## src/rtl/counter_mon_pkg.sv

```systemverilog
// ----------------------------------------------------------------------------
// counter_mon_pkg
// Shared types and constants for the up/down load counter monitor.
//   mon_state_e : monitor FSM states (IDLE = tracking, CHECK = comparing,
//                 HALT = stopped after an error until clr)
//   KIND_*      : bit positions inside the 3-bit mismatch-kind vector
//                 {zero_bad, max_bad, count_bad}
// ----------------------------------------------------------------------------
package counter_mon_pkg;

    typedef enum logic [1:0] {
        IDLE  = 2'd0,
        CHECK = 2'd1,
        HALT  = 2'd2
    } mon_state_e;

    localparam int KIND_COUNT = 0;
    localparam int KIND_MAX   = 1;
    localparam int KIND_ZERO  = 2;
    localparam int KIND_W     = 3;

endpackage : counter_mon_pkg

```

## src/rtl/counter_ref_model.sv

```systemverilog
// ----------------------------------------------------------------------------
// counter_ref_model
// Combinational golden model of the up/down load counter.
//   base      in  WIDTH  value the next() step is applied to
//   load_n    in  1      active-low load (has priority over ce)
//   up_down   in  1      1 = increment, 0 = decrement
//   ce        in  1      count enable
//   data_load in  WIDTH  load value
//   exp_cur   in  WIDTH  currently expected counter value
//   next_val  out WIDTH  next(base), wrapping modulo 2^WIDTH
//   exp_max   out 1      exp_cur is all ones
//   exp_zero  out 1      exp_cur is zero
// ----------------------------------------------------------------------------
module counter_ref_model #(
    parameter int WIDTH = 4
) (
    input  logic [WIDTH-1:0] base,
    input  logic             load_n,
    input  logic             up_down,
    input  logic             ce,
    input  logic [WIDTH-1:0] data_load,
    input  logic [WIDTH-1:0] exp_cur,
    output logic [WIDTH-1:0] next_val,
    output logic             exp_max,
    output logic             exp_zero
);

    localparam logic [WIDTH-1:0] ONE = WIDTH'(1);

    always_comb begin
        // NOTE: assigning a default before any branch keeps this block purely
        // combinational; a path that leaves next_val unassigned would infer a latch.
        next_val = base;
        if (!load_n) begin
            next_val = data_load;
        end else if (ce) begin
            // Natural modular wrap of the WIDTH-bit adder gives 15+1=0 / 0-1=15.
            next_val = up_down ? (base + ONE) : (base - ONE);
        end
    end

    assign exp_max  = &exp_cur;
    assign exp_zero = ~|exp_cur;

endmodule : counter_ref_model

```

## src/rtl/counter_monitor.sv

```systemverilog
// ----------------------------------------------------------------------------
// counter_monitor
// Passive checker for the up/down load counter. Tracks the counter with its
// own golden model and compares count_out / max_count / zero every cycle while
// checking is enabled. Mismatches are reported one cycle after the offending
// edge as a pulse, a sticky flag, a saturating count and a first-failure capture.
//
// Ports
//   clk, rst_n                 clock, synchronous active-low reset
//   load_n, up_down, ce,
//   data_load                  observed counter controls
//   count_out, max_count, zero observed counter outputs
//   mon_en                     1 = perform compares (IDLE <-> CHECK)
//   clr                        clear error state; HALT -> IDLE
//   err_pulse                  1-cycle pulse after a mismatching edge
//   err_sticky                 set on any mismatch until clr/reset
//   err_count  [ERR_W]         saturating mismatch count
//   chk_count  [CHK_W]         saturating compare count
//   first_kind [3]             {zero_bad, max_bad, count_bad} of first mismatch
//   first_exp  [WIDTH]         expected count at first mismatch
//   first_got  [WIDTH]         observed count at first mismatch
//   state_o    [2]             current monitor state
// ----------------------------------------------------------------------------
module counter_monitor
    import counter_mon_pkg::*;
#(
    parameter int WIDTH       = 4,
    parameter int ERR_W       = 8,
    parameter int CHK_W       = 16,
    parameter bit STOP_ON_ERR = 1'b0
) (
    input  logic              clk,
    input  logic              rst_n,
    input  logic              load_n,
    input  logic              up_down,
    input  logic              ce,
    input  logic [WIDTH-1:0]  data_load,
    input  logic [WIDTH-1:0]  count_out,
    input  logic              max_count,
    input  logic              zero,
    input  logic              mon_en,
    input  logic              clr,
    output logic              err_pulse,
    output logic              err_sticky,
    output logic [ERR_W-1:0]  err_count,
    output logic [CHK_W-1:0]  chk_count,
    output logic [2:0]        first_kind,
    output logic [WIDTH-1:0]  first_exp,
    output logic [WIDTH-1:0]  first_got,
    output logic [1:0]        state_o
);

    localparam logic [ERR_W-1:0] ERR_ONE = ERR_W'(1);
    localparam logic [CHK_W-1:0] CHK_ONE = CHK_W'(1);

    mon_state_e        state_q;
    mon_state_e        state_d;
    logic [WIDTH-1:0]  exp_q;
    logic [WIDTH-1:0]  exp_d;
    logic [WIDTH-1:0]  model_base;
    logic              exp_max;
    logic              exp_zero;
    logic [KIND_W-1:0] kind;
    logic              do_cmp;
    logic              mismatch;

    // ------------------------------------------------------------------
    // Golden model: while checking, the model free-runs from its own
    // expectation; otherwise it re-syncs to whatever the counter shows.
    // ------------------------------------------------------------------
    assign model_base = (state_q == CHECK) ? exp_q : count_out;

    counter_ref_model #(
        .WIDTH (WIDTH)
    ) u_ref_model (
        .base      (model_base),
        .load_n    (load_n),
        .up_down   (up_down),
        .ce        (ce),
        .data_load (data_load),
        .exp_cur   (exp_q),
        .next_val  (exp_d),
        .exp_max   (exp_max),
        .exp_zero  (exp_zero)
    );

    // ------------------------------------------------------------------
    // Compare logic. A mismatch coinciding with clr is dropped so that
    // a clear always leaves the error state fully empty.
    // ------------------------------------------------------------------
    always_comb begin
        kind             = '0;
        kind[KIND_COUNT] = (count_out != exp_q);
        kind[KIND_MAX]   = (max_count != exp_max);
        kind[KIND_ZERO]  = (zero != exp_zero);
        do_cmp           = (state_q == CHECK) && mon_en;
        mismatch         = do_cmp && (|kind) && !clr;
    end

    // ------------------------------------------------------------------
    // Next-state logic
    // ------------------------------------------------------------------
    always_comb begin
        state_d = state_q;
        unique case (state_q)
            IDLE: begin
                if (mon_en) state_d = CHECK;
            end
            CHECK: begin
                if (mismatch && STOP_ON_ERR) state_d = HALT;
                else if (!mon_en)            state_d = IDLE;
            end
            HALT: begin
                if (clr) state_d = IDLE;
            end
            default: state_d = IDLE;
        endcase
    end

    // ------------------------------------------------------------------
    // State, expectation and registered compare result
    // ------------------------------------------------------------------
    always_ff @(posedge clk) begin
        // NOTE: sequential state uses non-blocking assignments so every
        // register samples the pre-edge values, independent of statement order.
        if (!rst_n) begin
            state_q   <= IDLE;
            exp_q     <= '0;
            err_pulse <= 1'b0;
        end else begin
            state_q   <= state_d;
            exp_q     <= exp_d;
            err_pulse <= mismatch;
        end
    end

    // ------------------------------------------------------------------
    // Statistics and first-failure capture
    // ------------------------------------------------------------------
    always_ff @(posedge clk) begin
        if (!rst_n) begin
            err_sticky <= 1'b0;
            err_count  <= '0;
            chk_count  <= '0;
            first_kind <= '0;
            first_exp  <= '0;
            first_got  <= '0;
        end else if (clr) begin
            err_sticky <= 1'b0;
            err_count  <= '0;
            chk_count  <= '0;
            first_kind <= '0;
            first_exp  <= '0;
            first_got  <= '0;
        end else begin
            if (do_cmp && !(&chk_count)) begin
                chk_count <= chk_count + CHK_ONE;
            end
            if (mismatch) begin
                err_sticky <= 1'b1;
                if (!(&err_count)) begin
                    err_count <= err_count + ERR_ONE;
                end
                // Only the first failure since the last clear is kept.
                if (!err_sticky) begin
                    first_kind <= kind;
                    first_exp  <= exp_q;
                    first_got  <= count_out;
                end
            end
        end
    end

    assign state_o = state_q;

endmodule : counter_monitor

```

## config.mk

```make
export PLATFORM = sky130hd
export DESIGN_NAME = counter_monitor
export DESIGN_NICKNAME = d
export VERILOG_FILES = /design/src/rtl/counter_mon_pkg.sv /design/src/rtl/counter_ref_model.sv /design/src/rtl/counter_monitor.sv
export SDC_FILE = /design/constraint.sdc
export NUM_CORES = 1
export LEC_CHECK = 0
export ABC_AREA = 1
export BUFFER_PORTS_ARGS = -buffer_cell sky130_fd_sc_hd__buf_4
export CAP_MARGIN = 30
export CELL_PAD_IN_SITES_DETAIL_PLACEMENT = 0
export CELL_PAD_IN_SITES_GLOBAL_PLACEMENT = 2
export CORE_MARGIN = 10
export CORE_UTILIZATION = 24
export CTS_CLUSTER_DIAMETER = 50
export CTS_CLUSTER_SIZE = 40
export DETAILED_ROUTE_END_ITERATION = 6
export PLACE_DENSITY = 0.68
export REMOVE_ABC_BUFFERS = 1
export SYNTH_ARGS = -nofsm -noshare
export SYNTH_HDL_FRONTEND = slang
export SYNTH_SLANG_ARGS = --single-unit
```

## constraint.sdc

```tcl
create_clock -name clk -period 2.4 [get_ports clk]
set_input_delay 0.48 -clock clk [delete_from_list [all_inputs] [get_ports clk]]
set_output_delay 0.48 -clock clk [all_outputs]
set_load 0.05 [all_outputs]
```

## Yosys cells after proc, flatten, opt, wreduce, memory -nomap -nowiden

Cells that the tools add are included.

| storage, ports and cells | value |
|---|---|
| register bits | 43 |
| input bits | 17 |
| output and inout port bits | 39 |
| logic and storage cells | 49 |

| operators by class | value |
|---|---|
| add/subtract/negate cells | 4 |
| equal/unequal tests | 8 |
| mux-type cells | 8 |
| bitwise operators | 3 |
| reductions and logical operators | 17 |

Operators by type and width:

| operator | number |
|---|---|
| adder 16 x 1 -> 16 bit, second input constant | 1 |
| two-way mux 4 bit | 4 |
| AND reduction 16 bit | 1 |
| adder 8 x 1 -> 8 bit, second input constant | 1 |
| AND reduction 8 bit | 1 |
| two-way mux 2 bit | 3 |
| != test 2 bit, second input constant | 3 |
| case mux 2 bit (3 select lines) | 1 |
| adder 4 x 1 -> 4 bit, second input constant | 1 |
| logical AND 1 bit | 4 |
| != test 4 bit | 1 |
| AND reduction 2 bit | 2 |
| AND reduction 4 bit | 1 |
| OR reduction 4 bit | 1 |
| subtractor 4 x 1 -> 4 bit, second input constant | 1 |
| zero test 1 bit | 3 |
| NOT 1 bit | 3 |
| AND reduction 3 bit | 1 |
| OR reduction 3 bit | 1 |
| equality test 2 x 1 -> 1 bit, second input constant | 1 |
| equality test 2 bit, second input constant | 1 |
| zero test 2 bit | 1 |
| != test 1 bit | 2 |
| OR reduction 2 bit | 1 |

## Logic depth before layout (Yosys ltp)

Gate-level depths: netlist of the first run.

| logic depth | value |
|---|---|
| word-level depth | 7 |
| gate-level depth with buffers | 14 |
| depth with buffers taken out | 13 |

## Hierarchy

A second synthesis of the first run with hierarchy kept.

| unflattened totals | value |
|---|---|
| cells, all modules | 374 |
| area, all modules | 2426.1 um^2 |

Modules (own cells, without submodules):

| module | instances | cells each | area each (um^2) | sequential area each (um^2) |
|---|---|---|---|---|
| counter_monitor | 1 | 335 | 2223.4 | 840.8 |
| counter_ref_model | 1 | 39 | 202.7 | 0.0 |

## Least setup slack after synthesis of the first run

No wires, ideal clock.

| timing | value |
|---|---|
| path kind | register to register |
| start point | register state_q[0], in the netlist state_o[0] |
| end point | register exp_q[3] |
| setup time | 0.109 ns |
| arrival | 2.003 ns |
| required time | 2.291 ns |
| path slack | 0.288 ns |
| cell stages (with the launch flop) | 15 |
| path buffers | 1 |
| period minus slack after synthesis | 2.112 ns |
| cell sequence | dfxtp_1 > buf_2 > inv_1 > nand2_1 > nand2_1 > ha_1 > a21o_1 > a31oi_1 > inv_1 > nand2_1 > nand2_1 > nand2_1 > nand3_1 > nand2_1 > inv_1 |

| on the way | value |
|---|---|
| longest elaborated chain between the ends | 6 |
| elaborated cells on any way between the ends | 7 |
| classes of those cells | add/sub: 2; eq/ne: 1; mux: 4 |

Ends and longest elaborated chain:

| what | line | source |
|---|---|---|
| start: declaration | counter_monitor.sv:56 | `mon_state_e state_q;` |
| start signal: assignment | counter_monitor.sv:131 | `state_q <= state_d;` |
| equality test 2 x 1 -> 1 bit * | counter_monitor.sv:71 | `assign model_base = (state_q == CHECK) ? exp_q : count_out;` |
| two-way mux 4 bit * | counter_monitor.sv:71 |  |
| subtractor 4 x 1 -> 4 bit or adder 4 x 1 -> 4 bit (tied branches) | counter_ref_model.sv:38 | `next_val = up_down ? (base + ONE) : (base - ONE);` |
| two-way mux 4 bit | counter_ref_model.sv:38 |  |
| two-way mux 4 bit * | counter_ref_model.sv:36 | `end else if (ce) begin` |
| two-way mux 4 bit * | counter_ref_model.sv:34 | `if (!load_n) begin` |
| end signal: assignment | counter_monitor.sv:132 | `exp_q <= exp_d;` |
| end: declaration | counter_monitor.sv:58 | `logic [WIDTH-1:0] exp_q;` |

Every way passes the cells marked *; elsewhere a longest branch is shown, timed or not.
A chain may end at the register's enable or synchronous reset.

## Worst setup path in the final report of the first run

Ends and elaborated chain as after synthesis.

==> summary.md, run 1 <==
| Metric | Value |
|---|---|
| Max Slew Vio Count | 0 |
| Fin nets | 433 |
| Largest net degree at the start of global routing | 23 |
| Hold WC Path Type | in -> reg |
| Slowest CP cell | dfxtp_1 |
| CTS tree | yes |
| Root Buffer | clkbuf_8 |
| Per-cell routed wire length | 11.98 um |
| Fill cells | 1086 |
| Mapped Cells | 355 |
| Worst path required time | 2.59 ns |
| CTS resizes | 0 |
| First-pass GRT wire length | 11.23 mm |
| Drt total wl | 6.459 mm |
| Antenna violations before repair | 0 |
| Pre-antenna DRT Iters | 4 |
| Synth-to-Final Area Change | 27.74% |
| # IOs | 56 |
| Placed Cells | 532 |
| Share of layout cells above drive strength 1 | 0.1756 |
| TNS Setup | 0 ns |
| Final Util | 0.3171 |
| Post-DP Area | 0.002831 mm^2 |
| Die height | 118.0 um |
| Commonest non-fill, non-tap cell in the layout | nand2_1 |
| Setup Fix Bufs, Post-CTS | 0 |
| Status | complete, no violations |
| RSZ-0062 raised after global routing | false |
| CTS Hold Buffers Added | 0 |
| Yosys top cell by area | dfxtp_1 |
| Async set-reset flop share out of synthesis | 0 |
| Worst VDD drop | 526.1 uV |
| ANT nets after route | 0 |
| Unique cell type count in the Yosys netlist | 35 |
| Clock skew | 0.01457 ns |
| Core ar. | 0.009284 mm^2 |
| Crit-path most repeated cell | nand2_1 |
| Crit Path Max Fanout | 10 |
| Tcrit/Tclk final | 0.7921 |
| Yosys top cell area share | 0.3648 |
| Vias in the first global route | 2266 |
| Worst Path Class, Setup | reg -> reg |
| Setup-failing EPs final | 0 |
| Clock Tree Buf Depth | 2 |
| Residual DRC | 0 |
| Yosys reg bits | 42 |
| Critical path, cell by cell | inv_1 > nand2_1 > nand2_1 > ha_1 > a21o_1 > a31oi_1 > inv_1 > nand2_1 > nand2_1 > nand2_1 > nand3_1 > nand2_1 > inv_1 |
| Initial Utilization | 0.2482 |
| Crit start category | flip-flop |
| Insertion delay to the later sink of the worst-skew pair | 0.30 ns |
| Synth warnings | 0 |
| CP Capture Type | flip-flop |
| GRT Util Overall | 0.09590 |
| GRT overflow | 0 |
| Dominant synthesized flop cell | dfxtp_1 |
| Avg Synthesized Cell Area | 6.492 um^2 |
| Number of H-tree levels | 2 |
| Final hold vios | 0 |
| Power Dens Cells | 623.2 mW/mm^2 |
| N_diodes | 0 |
| CTS buffer count | 5 |
| Die W | 118.0 um |
| DR vias/cell | 4.078 |
| Worst R2R Setup Slack | 0.50 ns |
| Pleak | 1.354 nW |
| CP max stage delay | 0.55 ns |
| Routability cong. | 0.7484 |
| Fin cells | 539 |
| Finished Cell Area | 0.002944 mm^2 |
| Most frequent cells in the layout | nand2_1 (94), nor2_1 (59), inv_1 (57), buf_4 (56), dfxtp_1 (42) |
| Via count | 2198 |
| FMAX | 526.0 MHz |
| Largest cells by area after synthesis | dfxtp_1 (36%), nand2_1 (15%), nor2_1 (9.6%), inv_1 (9.3%), a21oi_1 (3.7%) |
| Row count | 35 |
| Post-synth EDFFs | 0 |
| Tmin final | 1.901 ns |
| Die ar. | 0.01392 mm^2 |
| MaxCap Viol Count | 0 |
| Clock-pin slew on the worst setup and hold paths | 0.07 ns |
| Post-synthesis sequential area ratio | 0.3648 |
| Number of clock sinks | 42 |
| PortBufs | 54 |
| Initial drt markers | 99 |
| Worst Path Arrival | 2.09 ns |
| Post-Syn Area | 0.002305 mm^2 |
| DPL Wire Length | 5.063 mm |
-- cells in the mapped netlist (2+ instances only) --
cell and count:
nor3_1 8, nand2_1 94, xnor2_1 5, nor2_2 2
clkbuf_1 2, buf_4 2, nor4_1 2, buf_6 2
o21ai_0 17, inv_1 57, nand3_1 10, dfxtp_1 42
a31oi_1 2, buf_2 2, xor2_1 2, o21bai_1 3
ha_1 5, nor2_1 59, nand4_1 6, or2_2 2
a21oi_1 17
-- metal layers --
| layer | part of all wire | up-vias | global-route usage | wire (um) |
|---|---|---|---|---|
| li1 | - | 1214 | - | - |
| met1 | 0.51 | 941 | 0.1231 | 3322 |
| met2 | 0.44 | 38 | 0.1507 | 2811 |
| met3 | 0.037 | 5 | 0.02350 | 242 |
| met4 | 0.013 | 0 | 0.03632 | 82 |
| met5 | 0 | - | 0 | 0 |
-- per-stage QoR --
step                      hold WS [ns]  power, mW  setup slack, ns
final                           0.4273      1.835           0.4990
after global routing            0.4366      1.963           0.2492
after CTS                       0.4156      1.874           0.4743
after detailed placement        0.4714      1.270           0.4151
after global placement          0.4774      1.273           0.4264
after floorplan                 0.5136      1.122           0.3173
-- path summary, 6_finish.rpt --
check | cells past startpoint | to | startpoint
min reg2reg | 2 | chk_count[14]$_SDFFE_PP0P_ | chk_count[14]$_SDFFE_PP0P_
min | 3 | exp_q[2]$_SDFF_PN0_ | data_load[2]
max reg2reg | 13 | exp_q[3]$_SDFF_PN0_ | state_o[0]$_SDFFE_PN0P_
max | 13 | exp_q[3]$_SDFF_PN0_ | state_o[0]$_SDFFE_PN0P_
-- report_power, final --
group | switching, mW | total [mW] | internal, mW
clock | 0.256 | 0.590 | 0.334
combinational | 0.304 | 0.469 | 0.166
sequential | 0.0483 | 0.776 | 0.727
total | 0.608 | 1.83 | 1.23
-- registers in the layout, indices dropped and copies added (netlist names) --
register / cells
chk_count: 16
err_count: 8
exp_q: 4
first_exp: 4
first_got: 4
first_kind: 3
err_pulse: 1
err_sticky: 1
state_o: 1
-- worst max-delay path, delay by kind of cell, from the launching register on --
kind | cells | cell delay, ns
adders and majority gates | 1 | 0.32
DFF | 1 | 0.55
AOI/OAI and AO/OA | 2 | 0.37
buffers and inverters | 3 | 0.19
and+or+nand+nor | 7 | 0.38
-- area by class of cell --
class	instances	area, um^2	share of cell area
clock inverter	1	30.03	0.01020
timing repair buffer	56	420.4	0.1428
tap	129	161.4	0.05482
sequential	42	840.8	0.2856
clock buffer	6	82.58	0.02805
inverter	59	221.5	0.07522
multi-input combinational	246	1187	0.4033
-- cell families (layout without fill, tap and decap cells) --
group	count (synthesis)	in the layout	share of synthesized area
and+or+nand+nor	187	187	0.3431
buffers and inverters	67	122	0.1200
AOI/OAI and AO/OA	45	45	0.1080
DFF	42	42	0.3648
xor gates and xnor gates	7	7	0.02660
adders and majority gates	6	6	0.03583
other	1	1	0.001627
Note: power is estimated with default switching activity, not from simulation.
==> run 2, diff against run 1 <==
--- a/config.mk
+++ b/config.mk
@@ -15,7 +15,7 @@
 export CTS_CLUSTER_DIAMETER = 50
 export CTS_CLUSTER_SIZE = 40
 export DETAILED_ROUTE_END_ITERATION = 6
-export PLACE_DENSITY = 0.68
+export PLACE_DENSITY = 0.7
 export REMOVE_ABC_BUFFERS = 1
 export SYNTH_ARGS = -nofsm -noshare
 export SYNTH_HDL_FRONTEND = slang
==> constraint.sdc (replaced) <==
create_clock -name clk -period 1.7 [get_ports clk]
set_input_delay 0.34 -clock clk [delete_from_list [all_inputs] [get_ports clk]]
set_output_delay 0.34 -clock clk [all_outputs]
set_load 0.05 [all_outputs]
==> summary.md, run 2 (synthesis results as in run 1) <==
| Metric | Value |
|---|---|
| Status | complete, no violations (unchanged) |
| Row count | 35 (unchanged) |
| Number of H-tree levels | 2 (unchanged) |
| N_diodes | 0 (unchanged) |
| Share of layout cells above drive strength 1 | 0.2436 (was 0.1756) |
| Post-DP Area | 0.002944 mm^2 (was 0.002831 mm^2) |
| CP Capture Type | flip-flop (unchanged) |
| Top Registers | chk_count x16, err_count x8 (unchanged) |
| Commonest non-fill, non-tap cell in the layout | nand2_1 (unchanged) |
| Critical path, cell by cell | buf_4 > nand2_1 > nand2_1 > fa_1 > o21ai_0 > nand3_1 > o211ai_1 > inv_1 (was inv_1 > nand2_1 > nand2_1 > ha_1 > a21o_1 > a31oi_1 > inv_1 > nand2_1 > nand2_1 > nand2_1 > nand3_1 > nand2_1 > inv_1) |
| Die ar. | 0.01392 mm^2 (unchanged) |
| Die W | 118.0 um (unchanged) |
| Worst Path Class, Setup | reg -> reg (unchanged) |
| Synth-to-Final Area Change | 35.83% (was 27.74%) |
| DPL Wire Length | 5.096 mm (was 5.063 mm) |
| Drt total wl | 6.696 mm (was 6.459 mm) |
| CTS tree | yes (unchanged) |
| Antenna violations before repair | 0 (unchanged) |
| GRT overflow | 0 (unchanged) |
| DR vias/cell | 4.117 (was 4.078) |
| CTS Hold Buffers Added | 0 (unchanged) |
| FMAX | 630.6 MHz (was 526.0 MHz) |
| Max Slew Vio Count | 0 (unchanged) |
| Residual DRC | 0 (unchanged) |
| RSZ-0062 raised after global routing | true (was false) |
| Clock Tree Buf Depth | 2 (unchanged) |
| Placed Cells | 547 (was 532) |
| Finished Cell Area | 0.003131 mm^2 (was 0.002944 mm^2) |
| Per-cell routed wire length | 12.04 um (was 11.98 um) |
| Initial drt markers | 100 (was 99) |
| Clock skew | 0.007171 ns (was 0.01457 ns) |
| Largest Register | chk_count (unchanged) |
| CP max stage delay | 0.41 ns (was 0.55 ns) |
| Core ar. | 0.009284 mm^2 (unchanged) |
| Worst path required time | 1.89 ns (was 2.59 ns) |
| Initial Utilization | 0.2482 (unchanged) |
| CTS buffer count | 5 (unchanged) |
| Routability cong. | 0.7596 (was 0.7484) |
| Most frequent cells in the layout | nand2_1 (91), buf_4 (71), nor2_1 (58), inv_1 (57), dfxtp_1 (34) (was nand2_1 (94), nor2_1 (59), inv_1 (57), buf_4 (56), dfxtp_1 (42)) |
| Max FFs per register | 16 (unchanged) |
| GRT Util Overall | 0.09400 (was 0.09590) |
| Tmin final | 1.586 ns (was 1.901 ns) |
| Largest net degree at the start of global routing | 28 (was 23) |
| Worst Reg-to-Reg Cells | 8 (was 13) |
| Vias in the first global route | 2190 (was 2266) |
| Worst Hold Depth | 3 (unchanged) |
| Tcrit/Tclk final | 0.9328 (was 0.7921) |
| Crit start category | flip-flop (unchanged) |
| Setup Fix Bufs, Post-CTS | 0 (unchanged) |
| Worst R2R Start | state_o[0]$_SDFFE_PN0P_ (unchanged) |
| Power Dens Cells | 831.6 mW/mm^2 (was 623.2 mW/mm^2) |
| Worst Path Arrival | 1.77 ns (was 2.09 ns) |
| Fin nets | 449 (was 433) |
| Number of clock sinks | 42 (unchanged) |
| Fin cells | 556 (was 539) |
| Insertion delay to the later sink of the worst-skew pair | 0.29 ns (was 0.30 ns) |
| Clock-pin slew on the worst setup and hold paths | 0.08 ns (was 0.07 ns) |
| Fill cells | 1037 (was 1086) |
| Pre-antenna DRT Iters | 4 (unchanged) |
| PortBufs | 54 (unchanged) |
| Crit-path most repeated cell | nand2_1 (unchanged) |
| Pleak | 1.427 nW (was 1.354 nW) |
| Slowest CP cell | fa_1 (was dfxtp_1) |
| # IOs | 56 (unchanged) |
| Hold WC Path Type | in -> reg (unchanged) |
| Worst VDD drop | 391.3 uV (was 526.1 uV) |
| Hold_sp | count_out[1] (was data_load[2]) |
| Via count | 2289 (was 2198) |
| Crit Path Max Fanout | 6 (was 10) |
| Root Buffer | clkbuf_8 (unchanged) |
| Die height | 118.0 um (unchanged) |
| Setup-failing EPs final | 0 (unchanged) |
| First-pass GRT wire length | 11.00 mm (was 11.23 mm) |
| ANT nets after route | 0 (unchanged) |
| Final hold vios | 0 (unchanged) |
| MaxCap Viol Count | 0 (unchanged) |
| Final Hold Slack | 0.2911 ns (was 0.4273 ns) |
| Critical path startpoint | state_o[0]$_SDFFE_PN0P_ (unchanged) |
## run 2: what timing repair did
action / in CTS / in global routing
endpoints found under the setup margin: 1 / 26
gates resized for setup: 2 / 18
gates cloned: 0 / 1
## run 2: worst max-delay path, delay by kind of cell (launching register included)
kind | cells | cell delay [ns]
flops | 1 | 0.34
buf+inv | 2 | 0.22
fa+ha+maj | 1 | 0.41
simple gates | 3 | 0.27
compound gates | 2 | 0.25
## run 2: path summary, 6_finish.rpt
check / end / slack [ns]
setup reg to reg: exp_q[2]$_SDFF_PN0_ / 0.11
hold reg to reg: chk_count[4]$_SDFFE_PP0P_ / 0.48
hold / removal: first_got[1]$_SDFFE_PP0P_ / 0.29
setup / recovery: exp_q[2]$_SDFF_PN0_ / 0.11
## run 2: cell type report
class,instances,area (um^2),share of cell area
timing repair buffer,71,533.0,0.1703
inverter,59,221.5,0.07074
sequential,42,850.8,0.2718
clock inverter,1,5.005,0.001599
multi-input combinational,247,1272,0.4065
clock buffer,7,86.33,0.02758
tap,129,161.4,0.05156
## run 2: report_power, final
group	internal, mW	switching, mW
sequential	1.03	0.0473
clock	0.329	0.358
combinational	0.335	0.502
total	1.70	0.907
## run 2: through the flow
stage               total power, mW  setup TNS (ns)    util  worst slack (ns)
global placement              1.879       -0.009351  0.3171         -0.009351
detailed placement            1.872        -0.03414  0.3171          -0.03414
finish                        2.603               0  0.3372            0.1142
floorplan                     1.584          -5.568       -           -0.3827
CTS                           2.582               0  0.3272           0.03474
global route                  2.787               0  0.3372         0.0002551
## run 2: per-layer routing
layer  GRT usage  up-vias  routed length (um)  share of wire
met5           0        -                   0              0
met4     0.03014        0                  54         0.0081
met3     0.02542        2                 335          0.050
met2      0.1409       51                3005           0.45
met1      0.1266      987                3300           0.49
li1            -     1249                   -              -
==> run 3, diff against run 2 <==
--- a/config.mk
+++ b/config.mk
@@ -10,7 +10,6 @@
 export CAP_MARGIN = 30
 export CELL_PAD_IN_SITES_DETAIL_PLACEMENT = 0
 export CELL_PAD_IN_SITES_GLOBAL_PLACEMENT = 2
-export CORE_MARGIN = 10
 export CORE_UTILIZATION = 24
 export CTS_CLUSTER_DIAMETER = 50
 export CTS_CLUSTER_SIZE = 40
==> summary.md, run 3 (synthesis results as in run 1) <==
| Metric | Value |
|---|---|
| Status | complete, no violations (unchanged) |
| Largest net degree at the start of global routing | 22 (was 28) |
| Row count | 35 (unchanged) |
| CP Capture Type | flip-flop (unchanged) |
| Tcrit/Tclk final | 0.9244 (was 0.9328) |
| RSZ-0062 raised after global routing | true (unchanged) |
| Drt total wl | 6.210 mm (was 6.696 mm) |
| Max FFs per register | 16 (unchanged) |
| Setup-failing EPs final | 0 (unchanged) |
| Top Registers | chk_count x16, err_count x8 (unchanged) |
| ANT nets after route | 0 (unchanged) |
| GRT overflow | 0 (unchanged) |
| CTS Hold Buffers Added | 0 (unchanged) |
| DPL Wire Length | 4.635 mm (was 5.096 mm) |
| Die height | 100.0 um (was 118.0 um) |
| Clock Tree Buf Depth | 2 (unchanged) |
| Initial drt markers | 80 (was 100) |
| Core ar. | 0.009284 mm^2 (unchanged) |
| Synth-to-Final Area Change | 38.00% (was 35.83%) |
| Routability cong. | 0.7683 (was 0.7596) |
| Initial Utilization | 0.2482 (unchanged) |
| Per-cell routed wire length | 11.03 um (was 12.04 um) |
| Comb pwr share | 0.316 (was 0.322) |
| Tmin final | 1.571 ns (was 1.586 ns) |
| N_diodes | 0 (unchanged) |
| Sw Share | 0.3329 (was 0.3484) |
| Crit Path Max Fanout | 10 (was 6) |
| Final Util | 0.3426 (was 0.3372) |
| GRT Util Overall | 0.1289 (was 0.09400) |
| First-pass GRT wire length | 10.36 mm (was 11.00 mm) |
| Internal power | 1.831 mW (was 1.696 mW) |
| Clock power frac | 0.290 (was 0.264) |
| Fin nets | 456 (was 449) |
| Worst Path Class, Setup | reg -> reg (unchanged) |
| Die ar. | 0.009999 mm^2 (was 0.01392 mm^2) |
| Final hold vios | 0 (unchanged) |
| PortBufs | 54 (unchanged) |
| Residual DRC | 0 (unchanged) |
| Share of layout cells above drive strength 1 | 0.2581 (was 0.2436) |
| Hold WC Path Type | in -> reg (unchanged) |
| Via count | 2344 (was 2289) |
| # IOs | 56 (unchanged) |
| Worst Path Arrival | 1.76 ns (was 1.77 ns) |
| Antenna violations before repair | 0 (unchanged) |
| Pleak | 1.470 nW (was 1.427 nW) |
| Reg power frac | 0.394 (was 0.415) |
| Worst VDD drop | 413.3 uV (was 391.3 uV) |
| Power Dens Cells | 863.1 mW/mm^2 (was 831.6 mW/mm^2) |
| Clock skew | 0.01537 ns (was 0.007171 ns) |
| Root Buffer | clkbuf_8 (unchanged) |
| Insertion delay to the later sink of the worst-skew pair | 0.30 ns (was 0.29 ns) |
| Critical path startpoint | exp_q[3]$_SDFF_PN0_ (was state_o[0]$_SDFFE_PN0P_) |
| Number of clock sinks | 42 (unchanged) |
| CTS tree | yes (unchanged) |
| Worst path required time | 1.89 ns (about the same) |
| Hold_sp | data_load[2] (was count_out[1]) |
| Final Hold Slack | 0.2832 ns (was 0.2911 ns) |
| Clock-pin slew on the worst setup and hold paths | 0.08 ns (about the same) |
| Worst R2R Start | exp_q[3]$_SDFF_PN0_ (was state_o[0]$_SDFFE_PN0P_) |
| Pre-antenna DRT Iters | 4 (unchanged) |
| Max Slew Vio Count | 0 (unchanged) |
| Largest Register | chk_count (unchanged) |
| Vias in the first global route | 2206 (was 2190) |
| Number of H-tree levels | 2 (unchanged) |
| Most frequent cells in the layout | nand2_1 (91), buf_4 (78), inv_1 (57), nor2_1 (57), dfxtp_1 (34) (was nand2_1 (91), buf_4 (71), nor2_1 (58), inv_1 (57), dfxtp_1 (34)) |
| MaxCap Viol Count | 0 (unchanged) |
| FMAX | 636.3 MHz (was 630.6 MHz) |
| Switching pwr | 0.9139 mW (was 0.9071 mW) |
| DR vias/cell | 4.163 (was 4.117) |
| Commonest non-fill, non-tap cell in the layout | nand2_1 (unchanged) |
| Crit start category | flip-flop (unchanged) |
| CTS buffer count | 5 (unchanged) |
| Die W | 100.0 um (was 118.0 um) |
-- run 3: cell types whose count changed in the layout (fill, tap and decap cells not counted), moves of 2 or more --
| cell | delta |
|---|---|
| buf_4 | +7 |
| o21ai_0 | -2 |
| nand4_2 | +2 |
| o21ai_1 | +2 |
| nand4_4 | -2 |
-- run 3: routing by layer --
| metal | track usage | share of wire |
|---|---|---|
| met1 | 0.1725 | 0.48 |
| met2 | 0.2101 | 0.47 |
| met3 | 0.02228 | 0.036 |
| met4 | 0.04348 | 0.0076 |
| met5 | 0 | 0 |
-- run 3: through the flow --
stage / power (mW) / setup TNS [ns] / area, um^2 / worst slack [ns] / cells
floorplan: 1.584 / -5.568 / 2250 / -0.3827 / 347
global placement: 1.921 / -0.006634 / 2997 / -0.006634 / 554
detailed placement: 1.917 / -0.01032 / 2997 / -0.01032 / 554
CTS: 2.744 / 0 / 3105 / 0.02084 / 562
global route: 2.945 / -0.02200 / 3181 / -0.02200 / 563
finish: 2.745 / 0 / 3181 / 0.1285 / 563
-- run 3: area by class of cell --
| type | instances | area (um^2) |
|---|---|---|
| timing repair buffer | 78 | 585.6 |
| sequential | 42 | 853.3 |
| tap | 129 | 161.4 |
| fill | 1060 | 6103 |
| inverter | 59 | 221.5 |
| multi-input combinational | 247 | 1250 |
| clock buffer | 5 | 68.82 |
| clock inverter | 3 | 40.04 |
-- run 3: repair_timing --
| action | 4_1_cts | 5_1_grt |
|---|---|---|
| resized for setup | 0 | 21 |
| setup endpoints to repair | 0 | 26 |
| endpoints found under the hold margin | 0 | 0 |
| buffers inserted | 0 | 0 |
-- run 3: worst max-delay path, stage by stage, from the launching register on --
cell	delay (ns)
dfxtp_2	0.37
nor2_1	0.18
nand3_1	0.09
nand2_1	0.06
nand2_1	0.09
nand3_4	0.15
nand4_2	0.29
nor2_1	0.17
nor2_1	0.06
-- run 3: path summary, 6_finish.rpt --
check | end | slack [ns] | depth (start not counted)
min reg2reg | chk_count[6]$_SDFFE_PP0P_ | 0.47 | 1
min | exp_q[2]$_SDFF_PN0_ | 0.28 | 3
max | first_kind[1]$_SDFFE_PP0P_ | 0.13 | 8
max reg2reg | first_kind[1]$_SDFFE_PP0P_ | 0.13 | 8
-- run 3: power by group through the flow --
stage	Sequential [mW]	Combinational (mW)	Clock [mW]
after detailed placement	1.10	0.820	0
after floorplan	1.20	0.382	0
after global routing	1.09	0.980	0.873
final	1.08	0.866	0.797
after global placement	1.10	0.824	0
after CTS	1.07	0.827	0.843
